--- src/rtl/rst_wake_pkg.sv ---
// Shared types for the board-input reset/wakeup conditioner.
// Holds the sequencer state encoding, the reset-cause codes and the cause decode helper.
package rst_wake_pkg;

  typedef enum logic [1:0] {
    RST_ACTIVE = 2'd0,
    RST_HOLD   = 2'd1,
    RUN        = 2'd2
  } seq_state_e;

  localparam logic [1:0] CAUSE_POR  = 2'b00;
  localparam logic [1:0] CAUSE_FPGA = 2'b01;
  localparam logic [1:0] CAUSE_MCU  = 2'b10;
  localparam logic [1:0] CAUSE_BOTH = 2'b11;

  // Inputs are the filtered active-low reset levels seen on the cycle RUN is left.
  function automatic logic [1:0] reset_cause(input logic fpga_ok, input logic mcu_ok);
    if (!fpga_ok && !mcu_ok) return CAUSE_BOTH;
    else if (!fpga_ok)       return CAUSE_FPGA;
    else if (!mcu_ok)        return CAUSE_MCU;
    else                     return CAUSE_POR;
  endfunction

endpackage

--- src/rtl/rst_wake_cond_debounce_filter.sv ---
// Two-flop synchroniser followed by a stability counter for one raw board pad.
// The filtered level follows the pad only after DEBOUNCE_CYCLES consecutive disagreeing samples.
module debounce_filter #(
  parameter int   DEBOUNCE_CYCLES = 16000,
  parameter logic INIT            = 1'b0
) (
  input  logic clk,
  input  logic reset,
  input  logic pad,
  output logic filtered
);

  localparam int             CW       = $clog2(DEBOUNCE_CYCLES);
  localparam logic [CW-1:0]  CNT_LAST = CW'(DEBOUNCE_CYCLES - 1);

  logic          sync_q1;
  logic          sync_q2;
  logic [CW-1:0] count;

  // The terminal-count compare also bounds the counter, so it can never wrap.
  always_ff @(posedge clk or posedge reset) begin
    if (reset) begin
      sync_q1  <= INIT;
      sync_q2  <= INIT;
      filtered <= INIT;
      count    <= '0;
    end else begin
      sync_q1 <= pad;
      sync_q2 <= sync_q1;
      if (sync_q2 == filtered) begin
        count <= '0;
      end else if (count == CNT_LAST) begin
        filtered <= sync_q2;
        count    <= '0;
      end else begin
        count <= count + 1'b1;
      end
    end
  end

endmodule

--- src/rtl/rst_wake_cond.sv ---
// Conditions the FPGA/MCU reset and wakeup pads into a glitch-free system reset,
// a debounced wakeup level with press strobe, and a record of the last reset cause.
module rst_wake_cond
  import rst_wake_pkg::*;
#(
  parameter int DEBOUNCE_CYCLES = 16000,
  parameter int HOLD_CYCLES     = 1024
) (
  input  logic       clk,
  input  logic       reset,
  input  logic       fpga_rst_n_pad,
  input  logic       mcu_rst_n_pad,
  input  logic       wakeup_pad,
  output logic       sys_rst_n,
  output logic       wakeup_n,
  output logic       wake_pulse,
  output logic [1:0] rst_cause,
  output logic       seq_busy
);

  localparam int            HW        = (HOLD_CYCLES > 1) ? $clog2(HOLD_CYCLES) : 1;
  localparam logic [HW-1:0] HOLD_LAST = HW'(HOLD_CYCLES - 1);

  logic          fpga_ok;
  logic          mcu_ok;
  logic          wake_level;
  logic          wake_prev;
  logic          resets_released;
  seq_state_e    state;
  logic [HW-1:0] hold_count;
  logic [1:0]    cause_q;

  debounce_filter #(.DEBOUNCE_CYCLES(DEBOUNCE_CYCLES), .INIT(1'b0)) u_fpga_filter (
    .clk      (clk),
    .reset    (reset),
    .pad      (fpga_rst_n_pad),
    .filtered (fpga_ok)
  );

  debounce_filter #(.DEBOUNCE_CYCLES(DEBOUNCE_CYCLES), .INIT(1'b0)) u_mcu_filter (
    .clk      (clk),
    .reset    (reset),
    .pad      (mcu_rst_n_pad),
    .filtered (mcu_ok)
  );

  debounce_filter #(.DEBOUNCE_CYCLES(DEBOUNCE_CYCLES), .INIT(1'b0)) u_wake_filter (
    .clk      (clk),
    .reset    (reset),
    .pad      (wakeup_pad),
    .filtered (wake_level)
  );

  assign resets_released = fpga_ok & mcu_ok;

  // A reset dropping during the hold aborts it before completion is considered.
  always_ff @(posedge clk or posedge reset) begin
    if (reset) begin
      state      <= RST_ACTIVE;
      hold_count <= '0;
      cause_q    <= CAUSE_POR;
    end else begin
      case (state)
        RST_ACTIVE: begin
          if (resets_released) begin
            state      <= RST_HOLD;
            hold_count <= '0;
          end
        end
        RST_HOLD: begin
          if (!resets_released) begin
            state      <= RST_ACTIVE;
            hold_count <= '0;
          end else if (hold_count == HOLD_LAST) begin
            state <= RUN;
          end else begin
            hold_count <= hold_count + 1'b1;
          end
        end
        RUN: begin
          if (!resets_released) begin
            state   <= RST_ACTIVE;
            cause_q <= reset_cause(fpga_ok, mcu_ok);
          end
        end
        default: begin
          state      <= RST_ACTIVE;
          hold_count <= '0;
        end
      endcase
    end
  end

  always_ff @(posedge clk or posedge reset) begin
    if (reset) wake_prev <= 1'b0;
    else       wake_prev <= wake_level;
  end

  // Outputs decode flops only, so the reset line cannot glitch on input activity.
  assign sys_rst_n  = (state == RUN);
  assign seq_busy   = (state == RST_HOLD);
  assign wakeup_n   = ~wake_level;
  assign wake_pulse = wake_level & ~wake_prev & (state == RUN);
  assign rst_cause  = cause_q;

endmodule

--- config.mk ---
export PLATFORM = sky130hd
export DESIGN_NAME = rst_wake_cond
export DESIGN_NICKNAME = d
export VERILOG_FILES = /design/src/rtl/rst_wake_pkg.sv /design/src/rtl/rst_wake_cond_debounce_filter.sv /design/src/rtl/rst_wake_cond.sv
export SDC_FILE = /design/constraint.sdc
export NUM_CORES = 1
export LEC_CHECK = 0
export CAP_MARGIN = 15
export CORE_AREA = 2 2 79 81
export DETAILED_ROUTE_END_ITERATION = 12
export DIE_AREA = 0 0 81 83
export HOLD_SLACK_MARGIN = 0.1
export PLACE_DENSITY = 0.73
export SETUP_SLACK_MARGIN = 0.15
export SYNTH_ARGS = -nofsm -noshare
export SYNTH_HDL_FRONTEND = slang
export SYNTH_SLANG_ARGS = --single-unit
--- constraint.sdc ---
create_clock -name clk -period 2.1 [get_ports clk]
set_input_delay 0.525 -clock clk [delete_from_list [all_inputs] [get_ports clk]]
set_output_delay 0.525 -clock clk [all_outputs]
set_load 0.02 [all_outputs]
== After elaboration in Yosys (flattened, before gate mapping) ==
Index checks and enable logic that the tools add are counted.

* Input bits: 5
* Word-level logic and storage cells: 71
* Register bits: 66
* Output and inout bits: 6

* $add $sub $neg: 4
* Equality and inequality tests: 13
* Bitwise gates (word level): 10
* Reductions and logical operators: 10
* Mux-type cells: 18

{| class="wikitable"
|+ Operators with widths
! operator !! number
|-
| 2-to-1 mux 14 bit || 6
|-
| adder 14 x 1 -> 14 bit, second input constant || 3
|-
| == test 14 bit, second input constant || 3
|-
| 2-to-1 mux 10 bit || 3
|-
| one-hot mux 10 bit (3 select lines) || 1
|-
| 2-to-1 mux 2 bit || 7
|-
| adder 10 x 1 -> 10 bit, second input constant || 1
|-
| == test 10 bit, second input constant || 1
|-
| AND reduction 2 bit || 4
|-
| NOT 1 bit || 7
|-
| one-hot mux 2 bit (3 select lines) || 1
|-
| AND reduction 3 bit || 2
|-
| inequality test 2 bit, second input constant || 2
|-
| bitwise AND 1 bit || 3
|-
| == test 1 bit || 3
|-
| inequality test 3 x 2 -> 1 bit, second input constant || 1
|-
| inequality test 3 bit, second input constant || 1
|-
| == test 2 x 1 -> 1 bit, second input constant || 1
|-
| == test 2 bit, second input constant || 1
|-
| zero test 1 bit || 2
|-
| zero test 2 bit || 1
|-
| logical AND 1 bit || 1
|}

== Longest topological paths before layout ==
Gate-level depths: netlist of the first run.

* Word-level depth: 4
* Depth in mapped cells: 6
* Mapped depth without buffers: 5

== Hierarchy ==
A second synthesis of the first run with hierarchy kept.

* Cells, all modules: 296
* Area, all modules: 3109.2 µm²

{| class="wikitable"
|+ Modules (own cells, without submodules)
! module !! cells an instance !! times used !! area an instance (µm²)
|-
| debounce_filter || 73 || 3 || 778.2
|-
| rst_wake_cond || 77 || 1 || 774.5
|}

== Worst setup path after synthesis of the first run ==
No wires, ideal clock.

* Path type: flip-flop to flip-flop
* Start: reg hold_count[0]
* End: reg hold_count[3]
* Cell stages (with the launch flop): 7
* Required time: 1976 ps
* Slack: 488 ps
* Arrival time: 1488 ps
* Cell sequence: dfrtp_1 -> ha_1 -> and4_1 -> buf_2 -> nand4_1 -> nand2_1 -> a211o_1

* Word-level cells in the longest chain between the ends: 4
* Elaborated cells on any way between the ends: 7
* Those cells by class: add/sub (1); eq/ne (2); mux (3); reduce/logical (1)

{| class="wikitable"
|+ RTL lines
! what !! RTL line !! source
|-
| from (decl) || rst_wake_cond.sv:30 || <nowiki>logic [HW-1:0] hold_count;</nowiki>
|-
| from (signal assigned) || rst_wake_cond.sv:77 || <nowiki>hold_count <= hold_count + 1'b1;</nowiki>
|-
| adder 10 x 1 -> 10 bit || rst_wake_cond.sv:77 ||
|-
| 2-to-1 mux 10 bit || rst_wake_cond.sv:74 || <nowiki>end else if (hold_count == HOLD_LAST) begin</nowiki>
|-
| 2-to-1 mux 10 bit || rst_wake_cond.sv:71 || <nowiki>if (!resets_released) begin</nowiki>
|-
| one-hot mux 10 bit (3 select lines) || rst_wake_cond.sv:63 || <nowiki>case (state)</nowiki>
|}

Several ways; a longest one is shown, not always the timed one. The select of a mux whose other input is x is not followed.
A chain may end at the register's enable or synchronous reset.

== Final worst setup path of the first run ==
* Start: reg state[0]
* End: out wake_pulse

* Word-level cells in the longest chain between the ends: 2

{| class="wikitable"
|+ RTL lines
! what !! RTL line !! source
|-
| from (decl) || rst_wake_cond.sv:29 || <nowiki>seq_state_e state;</nowiki>
|-
| from (signal assigned) || rst_wake_cond.sv:59 || <nowiki>state <= RST_ACTIVE;</nowiki>
|-
| from (signal assigned) || rst_wake_cond.sv:66 || <nowiki>state <= RST_HOLD;</nowiki>
|-
| from (signal assigned) || rst_wake_cond.sv:72 || <nowiki>state <= RST_ACTIVE;</nowiki>
|-
| == test 2 bit || rst_wake_cond.sv:103 || <nowiki>assign wake_pulse = wake_level & ~wake_prev & (state == RUN);</nowiki>
|-
| bitwise AND 1 bit || rst_wake_cond.sv:103 ||
|-
| to (decl) || rst_wake_cond.sv:16 || <nowiki>output logic wake_pulse,</nowiki>
|}

No other way between the ends.

==> impl_metrics.env, run 1 <==
export IMPL_status="finished clean"
export IMPL_io_buffers=10
export IMPL_yosysSeqAreaShare_pct=53.6
export IMPL_clock_sinks=66
export IMPL_worst_slew_pin_slew_ps=371
export IMPL_drc=0
export IMPL_grt_pass1_vias=2061
export IMPL_synthTopCellsByArea="dfrtp_1 (54%), xnor2_1 (7.7%), nor2_1 (5.8%)"
export IMPL_yosys_warnings=0
export IMPL_p_clk_share_pct=39.4
export IMPL_area_growth_syn_to_layout_pct=11.3
export IMPL_power_density_nw_per_um2=670
export IMPL_cts_root_buf="clkbuf_8"
export IMPL_boundaryPins=11
export IMPL_die_x_um=81
export IMPL_routed_wl_um=5090
export IMPL_holdPathStages=0
export IMPL_p_int_w=0.00178
export IMPL_grt_max_degree=67
export IMPL_ir_worst_vdd_uv=441
export IMPL_final_cell_area_um2=3430
export IMPL_yosysTopAreaCell="dfrtp_1"
export IMPL_layout_min_cycle_time_ps=1860
export IMPL_ctsHoldBuffers=0
export IMPL_die_h_um=83
export IMPL_cts_buffers=9
export IMPL_clockBufferDepth=2
export IMPL_insertion_delay_ps=330
export IMPL_yosysUniqueCellTypes=47
export IMPL_r2r_worst_path_cells=5
export IMPL_p_sw_share_pct=22.7
export IMPL_rsz0062_at_grt="true"
export IMPL_p_comb_share_pct=3.5
export IMPL_cp_max_fo=7
export IMPL_relSlewSlack_pct=75.0
export IMPL_postRouteAntennaNets=0
export IMPL_finalSetupViolCount=0
export IMPL_required_ps=1570
export IMPL_cts_tree="built"
export IMPL_fin_tns_setup_ps=0
export IMPL_htree_levels=3
export IMPL_hold_viol=0
export IMPL_grt_overflow_total=0
export IMPL_timing_final_crit_share_pct=88.7
export IMPL_synth_area_um2=3080
export IMPL_synthesis_nets=314
export IMPL_syn_avg_cell_area_um2=10.1
export IMPL_place_area_um2=3260
export IMPL_p_sw_w=0.000520
export IMPL_wl_per_cell_um=12.8
export IMPL_critPathLaunchType="flip-flop"
export IMPL_total_leakage_power_nw=1.43
export IMPL_drive_above_1_share_pct=10.2
export IMPL_nFillCells=504
export IMPL_yosys_register_bits=66
export IMPL_cap_violations=0
export IMPL_clk_pin_slew_ps=70
export IMPL_start_util_pct=53.0
export IMPL_first_iter_violations=131
export IMPL_die_area_um2=6720
export IMPL_syn_inst=305
export IMPL_drv_slew=0
export IMPL_end_kind="output pin"
export IMPL_arrival_ps=1340
export IMPL_hp_class="reg -> reg"
export IMPL_crit_type="reg -> out"
export IMPL_final_util_pct=58.9
export IMPL_post_cts_buffers=0
export IMPL_num_rows=28
export IMPL_coreArea_um2=5820
export IMPL_gr_usage_all_layers_pct=17.5
export IMPL_grt_pass1_wl_um=9240
export IMPL_viasPerCell=5.45
export IMPL_seq_power_share_pct=57.1
export IMPL_yosys_area_top_type_share_pct=53.6
export IMPL_antenna_found_initial=0
export IMPL_fin_nets=328
export IMPL_drtPass1Iterations=4
export IMPL_n_antenna_cell=0
export IMPL_timing_fmax_mhz=537
export IMPL_vias=2175
export IMPL_skew_ps=6.76
export IMPL_place_congestion=0.801
export IMPL_place_hpwl_um=3390
[what timing repair did]
action                                  CTS  global route
endpoints found under the setup margin    4            24
gates resized for setup                   5             7
gates cloned                              0             0
[path summary, 6_finish.rpt]
check,end,slack (ps),start
worst max-delay path,wake_pulse,240,state[0]
worst min-delay path,u_fpga_filter.sync_q2,350,u_fpga_filter.sync_q1
worst max register to register,u_mcu_filter.count[3],350,u_mcu_filter.count[0]
worst min register to register,u_fpga_filter.sync_q2,350,u_fpga_filter.sync_q1
max in group asynchronous,u_wake_filter.filtered,1210,reset
min in group asynchronous,u_fpga_filter.count[9],620,reset
[final cells by class]
class	count	area [µm²]	share of cell area (%)
Clock buffer	13	149	4.34
Clock inverter	3	15.0	0.438
Inverter	11	45.0	1.31
Multi-Input combinational cell	218	1350	39.4
Sequential cell	66	1650	48.2
Tap cell	75	93.8	2.74
Timing Repair Buffer	13	123	3.58
[per-stage QoR]
stage                     cells  power (W)  setup slack, ps  hold slack, ps
after global routing        399    0.00240              129             353
after floorplan             305    0.00139              488             331
after global placement      383    0.00141              147             335
after detailed placement    383    0.00142              153             339
after CTS                   399    0.00232             53.0             346
final                       399    0.00230              237             348
[metal layers]
layer  global-route usage, %  routed length, µm
met3                    3.59                121
met4                    8.47                103
met2                    24.9               2280
met1                    25.5               2580
met5                       0                  0
[critical path, cell delays in order, from the launching register on]
cell	delay [ps]
dfrtp_1	430
nand2b_2	240
nor3_1	140
clkbuf_2	200
[power by group through the flow]
stage	clock (W)	combinational (W)	sequential, W
after floorplan	0	0.0000612	0.00133
after global placement	0	0.0000812	0.00133
after detailed placement	0	0.0000828	0.00133
after CTS	0.000931	0.0000833	0.00131
after global routing	0.000995	0.0000946	0.00131
final	0.000905	0.0000795	0.00131
[kinds of logic after synthesis]
group | count (synthesis) | synth area share (%)
mux | 3 | 1.06
compound gates | 27 | 5.93
xor+xnor | 37 | 10.5
simple gates | 147 | 24.2
fa+ha+maj | 4 | 1.62
buf+inv | 21 | 3.05
flops | 66 | 53.6
[cells in the mapped netlist, drive strengths merged]
master / n
mux2: 2
o311ai: 1
nand2b: 2
clkbuf: 4
o21a: 1
and4b: 1
nand3b: 1
a21oi: 4
and2: 1
buf: 6
dfrtp: 66
a31oi: 4
ha: 4
nand3: 17
and4: 4
or2: 3
and3: 2
a41oi: 2
nor2: 48
or3b: 2
nor3: 10
a211o: 2
or3: 3
xnor2: 27
nor4: 11
a32o: 1
o22ai: 1
o211ai: 1
inv: 11
mux2i: 1
or4: 1
nand4bb: 1
o21ai: 8
xor2: 10
nand4b: 1
a22o: 1
nor2b: 1
o211a: 1
nand4: 14
nand2: 24
[registers in the layout, summed over array words and instances (netlist names), 2 cells and up]
register and cells:
u_fpga_filter.count 14, rst_cause 2, u_mcu_filter.count 14, hold_count 10
u_wake_filter.count 14, state 2
[cell usage in the layout (no fill, tap or decap), types with 3 or more instances in the layout]
cell type        count
o21ai_0              8
and4_1               3
xor2_1              10
clkbuf_8            10
a21oi_1              3
dfrtp_1             66
nor2_1              48
clkbuf_1             3
xnor2_1             27
clkdlybuf4s50_1      6
nor3_1              10
nor4_1               9
inv_1               10
a31oi_1              4
clkinv_2             3
nand4_1             14
nand2_1             24
nand3_1             16
or2_2                3
ha_1                 4
Power figures use the tool's default switching activity.
==> inputs of run 2 (changes only) <==
SLEW_MARGIN = 25   (was default)
TNS_END_PERCENT = 1   (was default)
==> run 2 against run 1 <==
Effect of this change:
- combinational power hardly changed
- count of clock-buffer cells in the layout stayed put
- worst hold slack better by 4.0 ps
- wire length is 0.96% higher
- flip-flop and latch count stayed put
- die area stayed put
- register-to-register slack worse by 100 ps
- sequential share of layout area is 0.11 points higher
- first-iteration DRC count is 5.3% lower
- critical path type unchanged
- critical endpoint is now sys_rst_n
- largest power group unchanged
==> impl_metrics.env, run 2 (same netlist as run 1, synthesis figures left out) <==
export IMPL_grt_overflow_total=0
export IMPL_rsz0062_at_grt="true"
export IMPL_worstSetupStartpoint="state[0]"
export IMPL_critPathLaunchType="flip-flop"
export IMPL_die_x_um=81
export IMPL_die_area_um2=6720
export IMPL_total_leakage_power_nw=1.43
export IMPL_drtPass1Iterations=4
export IMPL_drive_above_1_share_pct=8.95
export IMPL_start_util_pct=53.0
export IMPL_regToRegStartpoint="u_wake_filter.count[0]"
export IMPL_clockBufferDepth=2
export IMPL_relSlewSlack_pct=65.3
export IMPL_wl_per_cell_um=12.9
export IMPL_drc=0
export IMPL_ir_worst_vdd_uv=441
export IMPL_viasPerCell=5.46
export IMPL_area_growth_syn_to_layout_pct=11.0
export IMPL_cap_violations=0
export IMPL_required_ps=1570
export IMPL_layout_min_cycle_time_ps=1940
export IMPL_fin_nets=328
export IMPL_timing_fmax_mhz=515
export IMPL_clock_sinks=66
export IMPL_timing_final_crit_share_pct=92.4
export IMPL_hold_viol=0
export IMPL_postRouteAntennaNets=0
export IMPL_final_cell_mix="dfrtp_1 (66), nor2_1 (48), xnor2_1 (27), nand2_1 (24), nand3_1 (16)"
export IMPL_finalSetupViolCount=0
export IMPL_cts_root_buf="clkbuf_8"
export IMPL_num_rows=28
export IMPL_skew_ps=8.93
export IMPL_first_iter_violations=124
export IMPL_die_h_um=83
export IMPL_r2r_slack_ps=250
export IMPL_boundaryPins=11
export IMPL_cts_buffers=9
export IMPL_htree_levels=3
export IMPL_io_buffers=10
export IMPL_grt_max_degree=67
export IMPL_routed_wl_um=5140
export IMPL_worst_slew_pin_slew_ps=516
export IMPL_n_antenna_cell=0
export IMPL_fin_tns_setup_ps=0
export IMPL_clk_pin_slew_ps=70
export IMPL_top_regs="u_fpga_filter.count: 14 flops, u_mcu_filter.count: 14 flops, u_wake_filter.count: 14 flops"
export IMPL_arrival_ps=1420
export IMPL_hp_class="reg -> reg"
export IMPL_coreArea_um2=5820
export IMPL_crit_type="reg -> out"
export IMPL_cp_max_fo=7
export IMPL_grt_pass1_wl_um=9240
export IMPL_drv_slew=0
export IMPL_antenna_found_initial=0
export IMPL_gr_usage_all_layers_pct=17.5
export IMPL_end_kind="output pin"
export IMPL_place_congestion=0.801
export IMPL_final_util_pct=58.8
export IMPL_insertion_delay_ps=340
export IMPL_vias=2180
export IMPL_final_common_cell="dfrtp_1"
export IMPL_cts_tree="built"
export IMPL_hold_start="u_fpga_filter.sync_q1"
export IMPL_power_density_nw_per_um2=674
export IMPL_place_hpwl_um=3390
export IMPL_post_cts_buffers=0
export IMPL_grt_pass1_vias=2061
export IMPL_status="finished clean"
-- run 2: per-layer routing --
metal,up-vias,share of wire [%],GRT usage [%]
li1,1093,-,-
met1,1061,51,25.5
met2,17,45,24.9
met3,9,1.9,3.59
met4,0,2.0,8.47
met5,-,0,0
-- run 2: power breakdown --
group	leakage [nW]	switching, W	total, W	internal [W]
registers	0.901	0.0000200	0.00131	0.00129
logic	0.443	0.0000513	0.0000796	0.0000283
clock network	0.0872	0.000459	0.000916	0.000456
total	1.43	0.000531	0.00231	0.00178
-- run 2: final timing paths --
check	end	cells past startpoint
max reg2reg	u_wake_filter.count[9]	5
min in group asynchronous	u_fpga_filter.count[9]	3
min reg2reg	u_fpga_filter.sync_q2	0
min	u_fpga_filter.sync_q2	0
max	sys_rst_n	3
max in group asynchronous	u_wake_filter.filtered	3
-- run 2: layout make-up --
type                            instances  area, µm²
Fill cell                             500       2400
Sequential cell                        66       1650
Multi-Input combinational cell        218       1340
Clock buffer                           13        149
Timing Repair Buffer                   13        130
Tap cell                               75       93.8
Inverter                               11       45.0
Clock inverter                          3       15.0
-- run 2: per-stage QoR --
stage | setup slack [ps] | hold slack (ps) | instance area [µm²] | std cells | total power, W
after floorplan | 488 | 331 | 3080 | 305 | 0.00139
after global placement | 147 | 335 | 3260 | 383 | 0.00141
after detailed placement | 153 | 339 | 3260 | 383 | 0.00142
after CTS | 53.0 | 346 | 3420 | 399 | 0.00232
after global routing | 64.8 | 353 | 3420 | 399 | 0.00240
final | 159 | 352 | 3420 | 399 | 0.00231
-- run 2: worst max-delay path, stage by stage, from the launching register on --
cell           delay [ps]
dfrtp_1               430
nand2b_1              240
inv_1                 100
dlygate4sd2_1         330
-- run 2: repair_timing --
action	CTS	global route
endpoints found under the setup margin	4	25
hold buffers	0	0
gates resized for setup	3	4
==> inputs of run 3 (changes only) <==
SLEW_MARGIN = default   (was 25)
==> results of run 3 <==
The final DEF is identical to that of run 2; final timing and power are the same.
